File: config.mk
export PLATFORM = sky130hd
export DESIGN_NAME = wb_io_arbiter
export DESIGN_NICKNAME = d
export VERILOG_FILES = /design/src/rtl/wb_io_arbiter.sv
export SDC_FILE = /design/constraint.sdc
export NUM_CORES = 1
export LEC_CHECK = 0
export ABC_AREA = 1
export CAP_MARGIN = 20
export CELL_PAD_IN_SITES_DETAIL_PLACEMENT = 1
export CELL_PAD_IN_SITES_GLOBAL_PLACEMENT = 1
export CORE_AREA = 2 2 129 131
export CTS_BUF_LIST = sky130_fd_sc_hd__clkbuf_16
export CTS_CLUSTER_DIAMETER = 60
export DETAILED_ROUTE_END_ITERATION = 8
export DIE_AREA = 0 0 131 133
export DONT_BUFFER_PORTS = 1
export PLACE_DENSITY_LB_ADDON = 0.1
export SLEW_MARGIN = 20
export SYNTH_ARGS = -nofsm -noshare
export SYNTH_HDL_FRONTEND = slang
export SYNTH_SLANG_ARGS = --single-unit
File: constraint.sdc
create_clock -name wb_clk_i -period 2 [get_ports wb_clk_i]
set_clock_uncertainty 0.15 [all_clocks]
set_input_delay 0.2 -clock wb_clk_i [delete_from_list [all_inputs] [get_ports wb_clk_i]]
set_output_delay 0.2 -clock wb_clk_i [all_outputs]
set_load 0.005 [all_outputs]
File: src/rtl/wb_io_arbiter.sv
// Round-robin Wishbone arbiter: several masters share one wb_io master port.
// Ownership is held for a whole bus cycle, and a per-transfer watchdog ends hung accesses with ERR.
module wb_io_arbiter #(
    parameter int unsigned NUM_MASTERS = 2,
    parameter int unsigned TIMEOUT     = 255
) (
    input  logic                      wb_clk_i,
    input  logic                      wb_rst_i,
    input  logic [32*NUM_MASTERS-1:0] wbm_adr_i,
    input  logic [32*NUM_MASTERS-1:0] wbm_dat_i,
    input  logic [4*NUM_MASTERS-1:0]  wbm_sel_i,
    input  logic [NUM_MASTERS-1:0]    wbm_we_i,
    input  logic [NUM_MASTERS-1:0]    wbm_cyc_i,
    input  logic [NUM_MASTERS-1:0]    wbm_stb_i,
    input  logic [3*NUM_MASTERS-1:0]  wbm_cti_i,
    input  logic [2*NUM_MASTERS-1:0]  wbm_bte_i,
    output logic [32*NUM_MASTERS-1:0] wbm_dat_o,
    output logic [NUM_MASTERS-1:0]    wbm_ack_o,
    output logic [NUM_MASTERS-1:0]    wbm_err_o,
    output logic [NUM_MASTERS-1:0]    wbm_rty_o,
    output logic [31:0]               wbs_adr_o,
    output logic [31:0]               wbs_dat_o,
    output logic [3:0]                wbs_sel_o,
    output logic                      wbs_we_o,
    output logic                      wbs_cyc_o,
    output logic                      wbs_stb_o,
    output logic [2:0]                wbs_cti_o,
    output logic [1:0]                wbs_bte_o,
    input  logic [31:0]               wbs_dat_i,
    input  logic                      wbs_ack_i,
    input  logic                      wbs_err_i,
    input  logic                      wbs_rty_i,
    output logic [NUM_MASTERS-1:0]    grant_o
);

    localparam int unsigned OW       = $clog2(NUM_MASTERS);
    localparam logic [15:0] WD_LIMIT = 16'(TIMEOUT - 1);

    typedef enum logic {IDLE, OWN} state_t;

    state_t        state_q, state_d;
    logic [OW-1:0] owner_q, owner_d;
    logic [OW-1:0] last_q, last_d;
    logic [OW-1:0] cand;
    logic [15:0]   wdog_q, wdog_d;
    logic          own_cyc, own_stb, slv_resp, wd_fire, found;

    assign wbm_dat_o = {NUM_MASTERS{wbs_dat_i}};
    assign slv_resp  = wbs_ack_i | wbs_err_i | wbs_rty_i;

    // Slave-side mux and response routing; everything stays zero while idle.
    always_comb begin
        own_cyc   = 1'b0;
        own_stb   = 1'b0;
        wbs_adr_o = '0;
        wbs_dat_o = '0;
        wbs_sel_o = '0;
        wbs_we_o  = 1'b0;
        wbs_cti_o = '0;
        wbs_bte_o = '0;
        grant_o   = '0;
        wbm_ack_o = '0;
        wbm_err_o = '0;
        wbm_rty_o = '0;
        wd_fire   = 1'b0;
        for (int unsigned i = 0; i < NUM_MASTERS; i++) begin
            if (state_q == OWN && owner_q == OW'(i)) begin
                own_cyc   = wbm_cyc_i[i];
                own_stb   = wbm_stb_i[i];
                wbs_adr_o = wbm_adr_i[i*32 +: 32];
                wbs_dat_o = wbm_dat_i[i*32 +: 32];
                wbs_sel_o = wbm_sel_i[i*4 +: 4];
                wbs_we_o  = wbm_we_i[i];
                wbs_cti_o = wbm_cti_i[i*3 +: 3];
                wbs_bte_o = wbm_bte_i[i*2 +: 2];
                grant_o[i] = 1'b1;
                wd_fire   = wbm_stb_i[i] & ~slv_resp & (wdog_q == WD_LIMIT);
                wbm_ack_o[i] = wbs_ack_i;
                wbm_err_o[i] = wbs_err_i | wd_fire;
                wbm_rty_o[i] = wbs_rty_i;
            end
        end
        wbs_cyc_o = own_cyc;
        wbs_stb_o = own_stb & ~wd_fire;
    end

    always_comb begin
        state_d = state_q;
        owner_d = owner_q;
        last_d  = last_q;
        wdog_d  = '0;
        found   = 1'b0;
        cand    = '0;
        case (state_q)
            IDLE: begin
                // Rotating search starts just above the previous owner.
                for (int unsigned k = 1; k <= NUM_MASTERS; k++) begin
                    cand = OW'((32'(last_q) + k) % NUM_MASTERS);
                    if (!found && wbm_cyc_i[cand]) begin
                        found   = 1'b1;
                        owner_d = cand;
                    end
                end
                if (found) state_d = OWN;
            end
            OWN: begin
                if (own_stb && !slv_resp && !wd_fire) wdog_d = wdog_q + 16'd1;
                if (!own_cyc) begin
                    state_d = IDLE;
                    last_d  = owner_q;
                end
            end
            default: state_d = IDLE;
        endcase
    end

    always_ff @(posedge wb_clk_i) begin
        if (wb_rst_i) begin
            state_q <= IDLE;
            owner_q <= '0;
            last_q  <= OW'(NUM_MASTERS - 1);
            wdog_q  <= '0;
        end else begin
            state_q <= state_d;
            owner_q <= owner_d;
            last_q  <= last_d;
            wdog_q  <= wdog_d;
        end
    end

endmodule

After elaboration in Yosys (flattened, before gate mapping):

Cells that the tools add are included.

* register bits after elaboration: 19
* input port bits: 189
* output and inout port bits: 148
* logic and storage cells: 76

* add/subtract/negate cells: 3
* $lt $le $gt $ge: 2
* equality and inequality tests: 1
* multiplexer cells: 39
* bitwise logic cells: 15
* reduce and logical (&&, ||, !) cells: 12

Operator list (count)
* $mux 32: 4
* $mux 1: 28
* $add 16x1->16 const B: 1
* $eq 16x8->1 const B: 1
* $mux 4: 2
* $mux 3: 2
* $not 1->1: 6
* $and 1x1->1: 5
* $logic_and 1x1->1: 5
* $lt 1x2->1 const B: 2
* $mux 2: 2
* $or 1x1->1: 4
* $reduce_and 2->1: 2
* $logic_not 1->1: 3
* $reduce_or 3->1: 1
* $add 1x1->1 const B: 2
* $pmux 1 s2: 1
* $reduce_bool 2->1: 1

Longest topological paths before layout:

Gate-level depths: netlist of run 1.

* depth in word-level cells: 11
* mapped depth: 8
* depth with buffers taken out: 8

Least setup slack after synthesis of run 1:

OpenSTA, ideal clock, no wires.

* kind: register -> register
* start: register wdog_q[0]
* end: register wdog_q[0]
* library setup time: 0.062 ns
* arrival time: 1.218 ns
* required time: 1.788 ns
* path slack: 0.570 ns
* stages on the path, launching flop included: 9
* buffers on the path: 1
* clock period less this slack: 1.430 ns
* cells stage by stage: dfxtp_1 -> inv_1 -> ha_1 -> nand3_1 -> nor2_1 -> nand3_1 -> nand3_2 -> buf_6 -> nor2_2

* cells in the longest elaborated chain, start to end: 8
* elaborated cells between the ends (all ways): 10
* classes of those cells: 1 x add/sub; 1 x eq/ne; 2 x mux; 3 x bitwise; 3 x reduce/logical

RTL lines
* start: declaration: RTL line 45 `logic [15:0] wdog_q, wdog_d;`
* start signal: assignment: RTL line 127 `wdog_q <= wdog_d;`
* $eq 16x8->1: RTL line 77 `wd_fire = wbm_stb_i[i] & ~slv_resp & (wdog_q == WD_LIMIT);`
* $and 1x1->1: RTL line 77
* $mux 1 (2 in series): RTL line 67 `if (state_q == OWN && owner_q == OW'(i)) begin`
* $logic_not 1->1: RTL line 107 `if (own_stb && !slv_resp && !wd_fire) wdog_d = wdog_q + 16'd1;`
* $logic_and 1x1->1: RTL line 107
* $not 1->1 (no source line)
* $reduce_or 3->1 (no source line)

Several ways; a longest one is shown, not always the timed one.
A chain may end at the register's enable or synchronous reset.

Worst setup path after layout of run 1:

* start: register owner_q
* end: output wbs_dat_o[27]

* cells in the longest elaborated chain, start to end: 4
* elaborated cells between the ends (all ways): 5
* classes of those cells: 2 x mux; 1 x bitwise; 2 x reduce/logical

RTL lines
* start: declaration: RTL line 42 `logic [OW-1:0] owner_q, owner_d;`
* start signal: assignment: RTL line 125 `owner_q <= owner_d;`
* $not 1->1: RTL line 67
* $logic_and 1x1->1: RTL line 67
* $mux 32: RTL line 67
* $mux 32 (*): RTL line 67
* end: declaration: RTL line 22 `output logic [31:0] wbs_dat_o,`

Every way passes the cells marked *; elsewhere a longest branch is shown, timed or not.

==> metrics.cfg, run 1 <==
[status]
run_status=completed

[setup_path]
cp_max_fo=24
cp-end-kind=output pin
cpPeakStageDelay_ps=320
crit_buf_inv=4
startpoint_type=register
rrSetupSlack_ps=420
crit_chain=inv_1, nand2_1, inv_2, buf_12, a22o_2, buf_4
reg2reg_to=wdog_q[14]$_SDFF_PP0_
arrival_ps=1510
criticalPathCategory=register to output pin
r2r_cells=8
cp_top_family=buffers and inverters
cp.required_ps=1650
r2r-start=wdog_q[0]$_SDFF_PP0_
critPathSlowestCell=dfxtp_1

[min_path]
hp-class=input pin to register
min_to=state_q$_SDFF_PP0_
hp-start=wbm_cyc_i[0]
min_path_cells=2

[timing]
fin_crit_sh_pct=92.8
tns_ps=0
finalSetupViolCount=0
max-slew-margin-rel_pct=77.9
period_needed_ps=1860
worstMarginPinSlew_ps=330
finalHoldViolCount=0
drv_slew=0
fin_ws_ps=144
fmax_ghz=0.539
rsz0062_at_grt=false

[placed_design]
placed_area_um2=2150
hpwl_um=13900
port_buffers=0
gp_congestion=0.830
dp_slack_ps=172

[logic_synthesis]
yosysTopAreaCell=a22o_1
ys_types=23
netlist_instances=328
synth_compound_area_share_pct=30.1
synth_xor_xnor_area_share_pct=3.38
ys_top_cells_by_area=a22o_1, buf_4, dfxtp_1, nor2_1, nand2_1
synth_top_area_share_pct=27.8
synth.net_count=519
ys_seq_area_share_pct=16.3
synth_top_family_by_area=compound AO/OA/AOI/OAI gates
synth_area_per_cell_um2=7.10
ys_warn_count=0
yosys.area_share.simple_pct=19.8
syn-cell-area_um2=2330
synthMuxAreaShare_pct=0
synth_seq_cells=19
synthAdderAreaFrac_pct=1.07

[cells_and_area]
diodes=0
area_delta_synth_final_pct=-0.591
final_cell_mix=a22o_1, nor2_1, nand2_1
final.fill_count=1944
final_common_cell=a22o_1
drive_gt1_share_pct=13.8
final_area_um2=2320
nNetsFinal=460

[pwr]
cellLeakagePower_nw=0.865
clkPwrFrac_pct=35.9
p_sw_share_pct=35.0
power_switching_mw=0.426
power.total_mw=1.22
p_int_mw=0.792
p_per_area_nw_per_um2=526
pwr-share-comb_pct=32.3
ir_drop_uv=416
seq_power_share_pct=31.8

[die]
start_util_pct=14.4
fp.dieH_um=133
die_x_um=131
coreArea_um2=16200
die_area_um2=17400
row_count=47
io_pins=337

[cts]
h-tree-depth=1
clk_pin_slew_ps=60
clock-sinks=19
ctsLongestPathBuffers=2
cts_root_buf=clkbuf_16
cts_tree=built
clk_latency_ps=260
postCtsSetupRepairBufs=0
cts_buffers=3

[route]
drt_wl_total_um=15800
drtAntennaViolNets=0
routedWlPerCell_um=32.3
drt_first_iter_violations=117
first_pass_iters=4
vias_per_cell=4.34
vias=2116
drc=0

[grt]
antenna_found_initial=0
grt_max_degree=50
grt_overflow=0
grt_pass1_wl_um=18700
track_usage_pct=16.3
first_global_vias=2034

[job]
cap_violations=0

[metal layers]
metal / vias to the layer above / global-route usage, % / part of all wire [%]
met2: 162 / 27.3 / 47
met5: - / 0 / 0
met3: 15 / 12.5 / 17
met1: 995 / 16.8 / 35
met4: 0 / 1.71 / 0.96
li1: 944 / - / -
[cell families after synthesis]
group	count (synthesis)
AO/OA/AOI/OAI	83
XOR/XNOR	9
adder cells (fa/ha/maj)	2
buffers and inverters	110
flip-flops	19
AND/OR/NAND/NOR	105
[registers in the layout, summed over array words and instances (netlist names)]
register  count
last_q        1
state_q       1
owner_q       1
wdog_q       16
[worst max path at each step]
stage	from	slack (ps)	cells after the start	end
floorplan	wdog_q[0]$_SDFF_PP0_	570	8	wdog_q[0]$_SDFF_PP0_
global placement	owner_q$_SDFFE_PP0P_	210	5	wbs_dat_o[27]
detailed placement	owner_q$_SDFFE_PP0P_	170	5	wbs_dat_o[27]
CTS	owner_q$_SDFFE_PP0P_	50	5	wbs_dat_o[27]
global route	owner_q$_SDFFE_PP0P_	8	6	wbs_dat_o[27]
finish	owner_q$_SDFFE_PP0P_	140	6	wbs_dat_o[27]
[power by group through the flow]
stage / combinational [mW] / clock (mW) / sequential (mW)
2_1_floorplan: 0.321 / 0 / 0.395
3_3_place_gp: 0.381 / 0 / 0.396
3_5_place_dp: 0.382 / 0 / 0.396
4_1_cts: 0.392 / 0.453 / 0.387
5_1_grt: 0.430 / 0.473 / 0.388
6_report: 0.393 / 0.437 / 0.387
[cells in the mapped netlist (all sizes together)]
cell and count:
nand3 15, nor2 48, o22ai 2, inv 29
nand3b 1, clkbuf 1, xor2 6, nand2 35
nor3 2, a22o 74, a21oi 5, dfxtp 19
xnor2 3, buf 80, ha 2, o21ai 2
nand4 4
[per-stage QoR]
step                      util (%)  std cells  hold slack (ps)
final                         14.3        488             82.9
after global routing          14.3        488              132
after CTS                     14.0        486              100
after detailed placement      13.3        479              123
after global placement        13.3        479              124
after floorplan                  -        328              119
[cell type report]
type                       count  area, um^2  area share (%)
tap                          220         275            11.9
clock buffer                   3        75.1            3.24
multi-input combinational    199        1270            55.0
sequential                    19         380            16.4
timing repair buffer          17         195            8.43
inverter                      29         111            4.81
clock inverter                 1        5.00           0.216
[timing repair]
item / in CTS / in global routing
setup endpoints to repair: 1 / 3
cloned: 0 / 2
pin swaps: 0 / 0
resized for setup: 2 / 1
hold buffers: 3 / 0
endpoints found under the hold margin: 3 / 0
No activity file was read; power rests on OpenSTA's default activity.
==> inputs of run 2 (changes only) <==
- BUFFER_PORTS_ARGS: unset -> -buffer_cell sky130_fd_sc_hd__buf_2
- CORE_AREA: 2 2 129 131 -> 2 2 132 134
- DIE_AREA: 0 0 131 133 -> 0 0 134 136
- DONT_BUFFER_PORTS: 1 -> unset
- RECOVER_POWER: unset -> 50
==> run 2 against run 1 <==
Register-to-register slack got worse by 220 ps; routed wire length rose by 3.5%; die area rose by 4.6%; clock power fell by 3%; via count rose by 42%; total power rose by 20%; sequential share of layout area fell by 5.7 points; largest power group is now combinational logic.
==> metrics.cfg, run 2 (synthesis results as in run 1) <==
[cells_and_area]
largest_register=wdog_q
final.fill_count=2136
drive_gt1_share_pct=56.0
final_cell_mix=buf_2, a22o_1, nor2_1
diodes=0
nNetsFinal=703
largest_reg_flops=16
multi_input_area_um2=1310
seq_area_um2=382
final_common_cell=buf_2
area_delta_synth_final_pct=52.6

[placed_design]
dp_slack_ps=105
hpwl_um=14200
gp_congestion=0.840
port_buffers=240

[cts]
clk_pin_slew_ps=60
clock-sinks=19
h-tree-depth=1
clk_latency_ps=250
cts-hold-fix-buffers=0
cts_buffers=3
cts_tree=built
ctsLongestPathBuffers=2
cts_root_buf=clkbuf_16

[die]
start_util_pct=13.8
row_count=48
io_pins=337
die_area_um2=18200
die_x_um=134
fp.dieH_um=136
coreArea_um2=16900

[grt]
grt_overflow=0
first_global_vias=3115
grt_max_degree=34
track_usage_pct=16.7
antenna_found_initial=1
grt_pass1_wl_um=22100

[setup_path]
rrSetupSlack_ps=200
criticalPathCategory=register to output pin
cp-end-kind=output pin
r2r-start=wdog_q[0]$_SDFF_PP0_
reg2reg_to=wdog_q[10]$_SDFF_PP0_
startpoint_type=register
cp_max_fo=33
cp.required_ps=1650
arrival_ps=1590
r2r_cells=8

[route]
drtAntennaViolNets=0
drc=0
first_pass_iters=4
drt_first_iter_violations=107
vias_per_cell=4.07
drt_wl_total_um=16300
vias=2997
routedWlPerCell_um=22.2

[pwr]
ir_drop_uv=218
p_sw_share_pct=32.8
power.total_mw=1.46
seq_power_share_pct=26.7
pwr-share-comb_pct=44.3
power_switching_mw=0.478
clkPwrFrac_pct=29.0
p_per_area_nw_per_um2=410
cellLeakagePower_nw=1.93
p_int_mw=0.978

[timing]
max-slew-margin-rel_pct=67.5
fin_ws_ps=62.4
drv_slew=0
finalSetupViolCount=0
worstMarginPinSlew_ps=488
fin_crit_sh_pct=96.9
period_needed_ps=1940
finalHoldViolCount=0
fmax_ghz=0.516
rsz0062_at_grt=true

[status]
run_status=completed

[job]
cap_violations=0

[min_path]
hp-class=input pin to register
min_path_cells=2
min_to=owner_q$_SDFFE_PP0P_
hp-start=wb_rst_i

[run 2: how the worst max path moves through the flow]
stage | from | end | slack [ps] | cells past startpoint
floorplan | wdog_q[0]$_SDFF_PP0_ | wdog_q[0]$_SDFF_PP0_ | 570 | 8
detailed placement | state_q$_SDFF_PP0_ | wbs_dat_o[26] | 100 | 5
finish | state_q$_SDFF_PP0_ | wbs_dat_o[29] | 60 | 5
global route | wdog_q[0]$_SDFF_PP0_ | wbm_err_o[1] | -8 | 7
CTS | state_q$_SDFF_PP0_ | wbs_dat_o[2] | 8 | 5
global placement | state_q$_SDFF_PP0_ | wbs_dat_o[26] | 170 | 5
[run 2: worst max-delay path, stage by stage, from the launching register on]
cell and delay (ps):
dfxtp_1 410, nand2_2 160, inv_6 120, buf_12 200, a22o_1 270, buf_2 150
[run 2: metrics by stage]
step / instances / util, % / setup TNS (ps) / hold WS, ps / instance area (um^2)
2_1_floorplan: 328 / - / 0 / 119 / 2330
3_3_place_gp: 726 / 20.0 / 0 / 250 / 3370
3_5_place_dp: 726 / 20.0 / 0 / 250 / 3370
4_1_cts: 735 / 20.8 / 0 / 0.778 / 3510
5_1_grt: 736 / 21.1 / -8.38 / 6.92 / 3550
6_report: 736 / 21.1 / 0 / 5.09 / 3550
[run 2: power by group through the flow]
stage / Combinational [mW] / Sequential (mW) / Clock [mW]
5_1_grt: 0.701 / 0.389 / 0.458
4_1_cts: 0.643 / 0.387 / 0.444
6_report: 0.644 / 0.389 / 0.422
2_1_floorplan: 0.321 / 0.395 / 0
3_3_place_gp: 0.626 / 0.396 / 0
3_5_place_dp: 0.623 / 0.396 / 0
[run 2: layout make-up]
class / count / area share [%]
clock inverters: 1 / 0.106
flip-flops and latches: 19 / 10.7
multi-input cells: 199 / 37.0
clock buffers: 3 / 2.11
inverters: 29 / 3.34
well taps: 225 / 7.92
repair inverters: 1 / 0.141
repair buffers: 259 / 38.7
[run 2: repair_timing]
item	CTS	global route
resized for setup	4	11
setup buffers	5	0
gates cloned	0	1
pin swaps	0	1
endpoints found under the setup margin	57	32
[run 2: layer usage]
layer	wire (um)	GRT usage (%)	up-vias
met4	216	2.54	2
met1	7040	21.6	1373
li1	-	-	1431
met5	13	0	-
met3	2020	8.84	16
met2	7040	25.1	175
